<file path="src/rtl/uart_pkg.sv">
// Shared UART-side definitions: byte type, default FIFO depth and the
// transmit-feeder FSM state encoding.
package uart_pkg;

  localparam int BYTE_W        = 8;
  localparam int DEFAULT_DEPTH = 16;

  typedef logic [BYTE_W-1:0] byte_t;

  typedef enum logic [1:0] {
    IDLE      = 2'd0,
    START     = 2'd1,
    WAIT_BUSY = 2'd2,
    WAIT_DONE = 2'd3
  } tx_state_e;

endpackage

</file>
<file path="src/rtl/uart_byte_fifo.sv">
// Circular byte FIFO with occupancy count; full/empty are derived from the
// pre-edge count, so a write while full is dropped even if a pop happens too.
module uart_byte_fifo
  import uart_pkg::*;
#(
  parameter int DEPTH  = DEFAULT_DEPTH,
  parameter int ADDR_W = $clog2(DEPTH)
) (
  input  logic              clk,
  input  logic              rst,
  input  logic              wr_en,
  input  logic [BYTE_W-1:0] wr_data,
  input  logic              rd_en,
  output logic [BYTE_W-1:0] rd_data,
  output logic              full,
  output logic              empty,
  output logic [ADDR_W:0]   count
);

  localparam logic [ADDR_W:0]   CNT_FULL = (ADDR_W + 1)'(DEPTH);
  localparam logic [ADDR_W:0]   CNT_ONE  = (ADDR_W + 1)'(1);
  localparam logic [ADDR_W-1:0] PTR_ONE  = ADDR_W'(1);

  byte_t             mem [DEPTH];
  logic [ADDR_W-1:0] wr_ptr;
  logic [ADDR_W-1:0] rd_ptr;
  logic [ADDR_W:0]   count_q;
  logic              do_wr;
  logic              do_rd;

  assign full    = (count_q == CNT_FULL);
  assign empty   = (count_q == '0);
  assign do_wr   = wr_en && !full;
  assign do_rd   = rd_en && !empty;
  assign rd_data = mem[rd_ptr];
  assign count   = count_q;

  // NOTE: the storage array is deliberately not reset; an entry is only ever
  // read after it has been written, and clearing a RAM costs a mux per bit.
  always_ff @(posedge clk) begin
    if (do_wr) begin
      mem[wr_ptr] <= wr_data;
    end
  end

  // Pointers wrap naturally at DEPTH because DEPTH is a power of two.
  always_ff @(posedge clk) begin
    if (rst) begin
      wr_ptr  <= '0;
      rd_ptr  <= '0;
      count_q <= '0;
    end else begin
      if (do_wr) begin
        wr_ptr <= wr_ptr + PTR_ONE;
      end
      if (do_rd) begin
        rd_ptr <= rd_ptr + PTR_ONE;
      end
      unique case ({do_wr, do_rd})
        2'b10:   count_q <= count_q + CNT_ONE;
        2'b01:   count_q <= count_q - CNT_ONE;
        default: count_q <= count_q;
      endcase
    end
  end

endmodule

</file>
<file path="src/rtl/uart_tx_feeder.sv">
// Byte FIFO plus pacing FSM feeding a UART transmitter one byte per tx_busy
// cycle. Optional sticky overflow flag: define UART_TX_FEEDER_OVF_EN.
module uart_tx_feeder
  import uart_pkg::*;
#(
  parameter int DEPTH  = DEFAULT_DEPTH,
  parameter int ADDR_W = $clog2(DEPTH)
) (
  input  logic              clk,
  input  logic              rst,
  input  logic              wr_en,
  input  logic [BYTE_W-1:0] wr_data,
  output logic              full,
  output logic              empty,
  output logic [ADDR_W:0]   count,
  output logic              tx_start,
  output logic [BYTE_W-1:0] tx_data,
  input  logic              tx_busy,
  output logic              ovf,
  input  logic              ovf_clr
);

  tx_state_e state_q;
  tx_state_e state_d;
  logic      tx_start_d;
  byte_t     tx_data_d;
  byte_t     fifo_rd_data;
  logic      pop;

  uart_byte_fifo #(
    .DEPTH  (DEPTH),
    .ADDR_W (ADDR_W)
  ) u_fifo (
    .clk     (clk),
    .rst     (rst),
    .wr_en   (wr_en),
    .wr_data (wr_data),
    .rd_en   (pop),
    .rd_data (fifo_rd_data),
    .full    (full),
    .empty   (empty),
    .count   (count)
  );

  // NOTE: every signal written here gets a default first, so no branch can
  // leave a value implicitly held and infer a latch.
  always_comb begin
    state_d    = state_q;
    tx_start_d = 1'b0;
    tx_data_d  = tx_data;
    pop        = 1'b0;
    unique case (state_q)
      IDLE: begin
        if (!empty && !tx_busy) begin
          pop        = 1'b1;
          tx_data_d  = fifo_rd_data;
          tx_start_d = 1'b1;
          state_d    = START;
        end
      end
      START:     state_d = WAIT_BUSY;
      // Wait for the transmitter to acknowledge before watching for its end,
      // otherwise a slow busy rise would look like an immediate completion.
      WAIT_BUSY: if (tx_busy)  state_d = WAIT_DONE;
      WAIT_DONE: if (!tx_busy) state_d = IDLE;
      default:   state_d = IDLE;
    endcase
  end

  // NOTE: non-blocking assignments for all registered state, so each flop
  // samples pre-edge values regardless of statement or process order.
  always_ff @(posedge clk) begin
    if (rst) begin
      state_q  <= IDLE;
      tx_start <= 1'b0;
      tx_data  <= '0;
    end else begin
      state_q  <= state_d;
      tx_start <= tx_start_d;
      tx_data  <= tx_data_d;
    end
  end

`ifdef UART_TX_FEEDER_OVF_EN
  // Any write attempt while full is flagged, including one that coincides
  // with a pop; a clear in the same cycle takes priority.
  always_ff @(posedge clk) begin
    if (rst) begin
      ovf <= 1'b0;
    end else if (ovf_clr) begin
      ovf <= 1'b0;
    end else if (wr_en && full) begin
      ovf <= 1'b1;
    end
  end
`else
  logic unused_ovf_clr;

  assign unused_ovf_clr = ovf_clr;
  assign ovf            = 1'b0;
`endif

endmodule
</file>
<file path="config.mk">
export PLATFORM = sky130hd
export DESIGN_NAME = uart_tx_feeder
export DESIGN_NICKNAME = d
export VERILOG_FILES = /design/src/rtl/uart_pkg.sv /design/src/rtl/uart_byte_fifo.sv /design/src/rtl/uart_tx_feeder.sv
export SDC_FILE = /design/constraint.sdc
export NUM_CORES = 1
export LEC_CHECK = 0
export BUFFER_PORTS_ARGS = -buffer_cell sky130_fd_sc_hd__clkbuf_2
export CORE_MARGIN = 3
export CORE_UTILIZATION = 62
export CTS_CLUSTER_DIAMETER = 120
export CTS_CLUSTER_SIZE = 16
export DETAILED_ROUTE_END_ITERATION = 12
export PLACE_DENSITY = 0.77
export SYNTH_ARGS = -nofsm -noshare
export SYNTH_HDL_FRONTEND = slang
export SYNTH_SLANG_ARGS = --single-unit
</file>
<file path="constraint.sdc">
create_clock -name clk -period 6.8 [get_ports clk]
set_clock_uncertainty 0.15 [all_clocks]
set_input_delay 0.68 -clock clk [delete_from_list [all_inputs] [get_ports clk]]
set_output_delay 0.68 -clock clk [all_outputs]
set_load 0.02 [all_outputs]
</file>
# After elaboration in Yosys (flattened, before gate mapping)

Memories as Yosys holds them, arrays and structs flattened. A register that Yosys moved wholly into a read port is not among the register bits.
Index checks and enable logic that the tools add are counted.
W data, S select, Z words.

Input bits: 13
Word-level logic and storage cells: 39
Memories kept: 1
RAM bits: 128
Flip-flop bits (word level): 16

Reduce and logical (&&, ||, !) cells: 11
$add $sub $neg: 4
Multiplexer cells: 9
Eq/ne operators: 9

Memory list:

| memory     | words | bits a word | rd ports | clocked after Yosys merged registers in | wr ports | line                 | text |
|---|---|---|---|---|---|---|---|
| u_fifo.mem | 16    | 8           | 1        | 1                                       | 1        | uart_byte_fifo.sv:24 | `byte_t mem [DEPTH];` |

Operators with widths:

| cell                  | number |
|---|---|
| $pmux W5 S2           | 1 |
| $add A4 B1 Y4 const B | 2 |
| $pmux W2 S4           | 1 |
| $eq A2 B2 Y1 const B  | 3 |
| $mux W2               | 3 |
| $ne A2 B2 Y1 const B  | 3 |
| $add A5 B1 Y5 const B | 1 |
| $eq A5 B5 Y1 const B  | 1 |
| $logic_not A5 Y1      | 1 |
| $sub A5 B1 Y5 const B | 1 |
| $eq A2 B1 Y1 const B  | 2 |
| $mux W1               | 4 |
| $logic_and A1 B1 Y1   | 3 |
| $logic_not A1 Y1      | 3 |
| $reduce_and A3 Y1     | 1 |
| $logic_not A2 Y1      | 1 |
| $reduce_and A2 Y1     | 1 |
| $reduce_bool A2 Y1    | 1 |

# Depth between registers and ports, before layout

Depth after elaboration: 8
Gate-level depth with buffers: 13
Gate-level depth less buffers: 12

# Hierarchy

Synthesis repeated with hierarchy kept, for this count alone.

Cells, all modules: 372
Area total of the unflattened synthesis: 6338.6 µm²

Modules (own cells, without submodules):

| module         | times used | area an instance (µm²) | seq. area each (µm²) | cells an instance |
|---|---|---|---|---|
| uart_byte_fifo | 1          | 5836.8                 | 4184.0               | 324 |
| uart_tx_feeder | 1          | 501.7                  | 220.2                | 48 |

# Least setup slack after synthesis

No wires, ideal clock.

Path type: in2reg
Start point: in tx_busy
End point: reg u_fifo.count_q[4] (netlist: u_fifo.count[4])
Stages on the path: 11
Library setup time: 0.121 ns
Required time: 6.529 ns
Arrival: 2.784 ns
Path slack: 3.745 ns
Path through: nand2b_1 > a21oi_1 > buf_2 > ha_1 > inv_1 > fa_1 > nor2b_1 > o21ai_0 > nand3_1 > or3b_1 > mux2_2

Longest elaborated chain between the ends: 7
Elaborated cells between the ends (all ways): 9
Classes of those cells: eq/ne (2); mux (3); reduce/logical (4)

RTL lines:

| what                                              | line                 | text |
|---|---|---|
| from (decl)                                       | uart_tx_feeder.sv:18 | `input logic tx_busy,` |
| $logic_not A1 Y1 *                                | --                   |  |
| $logic_and A1 B1 Y1 *                             | uart_tx_feeder.sv:54 | `if (!empty && !tx_busy) begin` |
| $mux W1 *                                         | uart_tx_feeder.sv:54 |  |
| $mux W1 *                                         | --                   |  |
| $logic_and A1 B1 Y1 *                             | uart_byte_fifo.sv:34 | `assign do_rd = rd_en && !empty;` |
| net u_fifo.do_rd                                  | uart_byte_fifo.sv:29 | `logic do_rd;` |
| $eq A2 B1 Y1 or $eq A2 B2 Y1 (tied branches)      | uart_byte_fifo.sv:59 | `unique case ({do_wr, do_rd})` |
| $pmux W5 S2 or $reduce_bool A2 Y1 (tied branches) | --                   |  |
| to (signal assigned)                              | uart_byte_fifo.sv:60 | `2'b10: count_q <= count_q + CNT_ONE;` |
| to (signal assigned)                              | uart_byte_fifo.sv:61 | `2'b01: count_q <= count_q - CNT_ONE;` |
| to (signal assigned)                              | uart_byte_fifo.sv:62 | `default: count_q <= count_q;` |
| to (decl)                                         | uart_byte_fifo.sv:27 | `logic [ADDR_W:0] count_q;` |

Mark *: on every way through the listed nets, which the timed path passes. The rest lies on a longest branch.
A chain may end at the register's enable or synchronous reset.

# Final worst setup path

Start point: reg state_q[0]
End point: reg u_fifo.count_q[4] (netlist: u_fifo.count[4])

Longest elaborated chain between the ends: 5
Elaborated cells between the ends (all ways): 7
Classes of those cells: eq/ne (2); mux (2); reduce/logical (3)

RTL lines:

| what                                              | line                 | text |
|---|---|---|
| from (decl)                                       | uart_tx_feeder.sv:23 | `tx_state_e state_q;` |
| from (signal assigned)                            | uart_tx_feeder.sv:78 | `state_q <= state_d;` |
| $logic_not A2 Y1 *                                | uart_tx_feeder.sv:52 | `unique case (state_q)` |
| $mux W1 *                                         | --                   |  |
| $logic_and A1 B1 Y1 *                             | uart_byte_fifo.sv:34 |  |
| $eq A2 B1 Y1 or $eq A2 B2 Y1 (tied branches)      | uart_byte_fifo.sv:59 |  |
| $pmux W5 S2 or $reduce_bool A2 Y1 (tied branches) | --                   |  |

Mark *: on every way between the ends. The rest lies on a longest branch, timed or not.

==> flow_metrics.py <==
metrics = {
    "grt": {
        "use_met3": 0.0545,
        "overflow": 0,
        "gr-usage-all-layers": 0.235,
        "antenna_found_initial": 0,
        "use_met2": 0.371,
        "grt_max_degree": 33,
        "busiest_layer": "met2",
        "grt_pass1_vias": 3368,
        "grt_pass1_wl_um": 19300,
        "grt_use_met1": 0.324,
    },
    "finish": {
        "layout-drive-gt1-share": 0.156,
        "antenna_cells": 0,
        "final_nets": 451,
        "stdcell_area_mm2": 0.00700,
        "final_core_util": 0.740,
        "n_fill_cell": 592,
        "area_growth_pct": 13.2,
    },
    "logic_synthesis": {
        "synth_area_mm2": 0.00618,
        "ys_warn_count": 0,
        "synth.distinct_cells": 38,
        "synth_seq_cells": 152,
        "async_reset_ff_frac": 0,
        "synthCells": 394,
        "ys.flop_type": "edfxtp_1",
        "syn_nets": 421,
        "synth_edf_count": 128,
        "yosysSeqAreaShare": 0.699,
        "syn_area_per_cell_um2": 15.7,
    },
    "clocking": {
        "cts_setup_buffers": 0,
        "tritoncts": "built",
        "cts_resized": 0,
        "cts_buffers": 17,
        "path_clk_slew_ns": 0.06,
        "clkSinkCount": 152,
        "cts-root-buf": "clkbuf_8",
        "clk_path_buf_depth": 2,
        "ctsHoldBuffers": 0,
        "clk_latency_ns": 0.52,
        "h-tree-depth": 4,
    },
    "placed_design": {
        "hpwlAfterDp_um": 7440,
        "io_buffer_count": 27,
        "preCtsSetupSlack_ns": 3.47,
        "place.gp.congestion": 0.791,
        "dpl-instance-area_mm2": 0.00640,
    },
    "setup_path": {
        "critPathMaxFanout": 21,
        "r2r-end": "u_fifo.count[4]",
        "r2r-start": "state_q[0]",
        "cp-start-kind": "flop",
        "crit_type": "flop to flop",
        "arrival_ns": 3.39,
        "critPathRequiredTime_ns": 7.05,
        "r2r_slack_ns": 3.66,
        "rr_worst_depth": 13,
        "crit_path_end_kind": "flop",
    },
    "route": {
        "dr.pass1.iters": 5,
        "avgViaCountPerCell": 6.09,
        "routed_wirelength_um": 12300,
        "drc": 0,
        "vias": 3449,
        "antenna_left": 0,
        "dr.first_iter.drc_count": 302,
        "wire_per_inst_um": 21.6,
    },
    "floorplanning": {
        "dieWidth_um": 106,
        "die_h_um": 106,
        "core_mm2": 0.00946,
        "num_rows": 35,
        "ios": 30,
        "initial_core_util": 0.654,
        "die-area_mm2": 0.0112,
    },
    "hold_path": {
        "hold_path_end": "tx_start",
        "hold_depth": 3,
        "worstHoldPathType": "primary input to flop",
        "hp-start": "tx_busy",
    },
    "timing": {
        "setup_violations": 0,
        "rsz0062_at_grt": "false",
        "tightest_slew_ns": 1.15,
        "fin_setup_tns_ns": 0,
        "period_needed_ns": 3.14,
        "max_freq_mhz": 319,
        "fin_ws_ns": 3.66,
        "fin_crit_sh": 0.461,
        "hold_viol_final": 0,
        "slew_violations": 0,
        "slew_headroom": 0.226,
    },
    "power": {
        "powerDensity_mw_per_mm2": 354,
        "vdd.ir_drop.worst_mv": 0.186,
        "p_leak_uw": 0.00232,
    },
    "run_status": {
        "status": "complete, no violations",
    },
    "run": {
        "cap_violations": 0,
    },
}
==> cells in the mapped netlist, types with 2 or more instances <==
master,count,share of area
edfxtp_1,128,0.62
mux2i_1,45,0.073
nor2_1,40,0.024
dfxtp_1,24,0.078
o22ai_1,21,0.021
nand2_1,15,0.0091
ha_1,13,0.026
clkbuf_1,11,0.0067
nor3_1,11,0.0089
inv_1,10,0.0061
mux4_1,9,0.038
a211oi_1,8,0.0097
a21oi_1,7,0.0057
buf_2,5,0.0040
xor2_1,5,0.0071
o21ai_0,4,0.0032
buf_4,3,0.0036
nand2b_1,3,0.0030
nor2b_1,3,0.0030
xnor2_1,3,0.0043
a2111oi_0,2,0.0028
a2111oi_1,2,0.0032
a311oi_1,2,0.0028
and2_1,2,0.0020
mux4_2,2,0.0073
nand3_1,2,0.0016
nand3b_1,2,0.0024
nand4_1,2,0.0020
==> report_power, final <==
| group | switching [uW] | total [uW] | internal, uW | leakage (uW) |
|---|---|---|---|---|
| combinational | 261 | 430 | 169 | 0.000677 |
| clock | 374 | 918 | 544 | 0.000293 |
| sequential | 56.4 | 1130 | 1070 | 0.00135 |
==> cell type report <==
class                           count  area, um^2  share of cell area
Tap cell                          129         161              0.0231
Inverter                           10        37.5             0.00537
Sequential cell                   152        4330               0.618
Timing Repair Buffer               32         173              0.0247
Clock buffer                       23         522              0.0746
Multi-Input combinational cell    211        1710               0.244
Clock inverter                      9        71.3              0.0102
==> logic make-up after synthesis <==
logic type                 Yosys count  synth area share
DFF                                152             0.699
buffers and inverters               31            0.0247
other                                1          0.000607
and+or+nand+nor                     83            0.0623
adders and majority gates           14            0.0295
AOI/OAI and AO/OA                   48            0.0518
muxes                               57             0.120
xor gates and xnor gates             8            0.0113
==> state kept, by name, indices dropped and copies added (netlist names) <==
name,flops
u_fifo.count,5
state_q,2
tx_start,1
u_fifo.wr_ptr,4
u_fifo.mem,128
tx_data,8
u_fifo.rd_ptr,4
==> layout by cell type (no fill, tap or decap), types with 3 or more instances in the layout <==
cell and count:
edfxtp_1 128, nand2_1 15, a211oi_1 8, xnor2_1 3, inv_6 4, dfxtp_1 23
inv_1 10, nor2b_1 3, clkbuf_2 27, o21ai_0 4, o22ai_1 21, ha_1 13
nor2_1 40, a21oi_1 7, buf_4 5, nor3_1 11, clkbuf_16 20, mux2i_1 45
mux4_1 9, xor2_1 5, nand2b_1 3
==> per-layer routing <==
layer	vias up	part of all wire	wire length [um]
met1	1718	0.41	4980
met2	140	0.51	6240
met3	18	0.067	825
met5	-	0	0
met4	0	0.016	201
li1	1573	-	-
==> how the worst max path moves through the flow <==
| stage | startpoint | cells past startpoint | endpoint | slack, ns |
|---|---|---|---|---|
| after floorplan | tx_busy | 11 | u_fifo.count[4] | 3.75 |
| after global placement | tx_busy | 12 | u_fifo.count[4] | 3.52 |
| after detailed placement | tx_busy | 12 | u_fifo.count[4] | 3.47 |
| after CTS | state_q[0] | 13 | u_fifo.count[4] | 3.65 |
| after global routing | state_q[0] | 13 | u_fifo.count[4] | 3.43 |
| final | state_q[0] | 13 | u_fifo.count[4] | 3.66 |
==> through the flow <==
step	hold WS, ns	total power [uW]	std cells
global placement	0.337	1560	534
CTS	0.304	2490	566
detailed placement	0.346	1580	534
floorplan	0.368	1450	394
finish	0.330	2480	566
global route	0.334	2570	566
==> critical path: stages (launching register included) <==
cell	delay, ns
dfxtp_1	0.32
inv_1	0.12
ha_1	0.22
nand2b_1	0.09
a21oi_1	0.12
buf_4	0.25
ha_1	0.27
inv_1	0.10
fa_1	0.38
nor2b_1	0.16
o21ai_0	0.13
nand3_1	0.10
or3b_1	0.35
mux2_2	0.27
No activity file was read; power rests on OpenSTA's default activity.
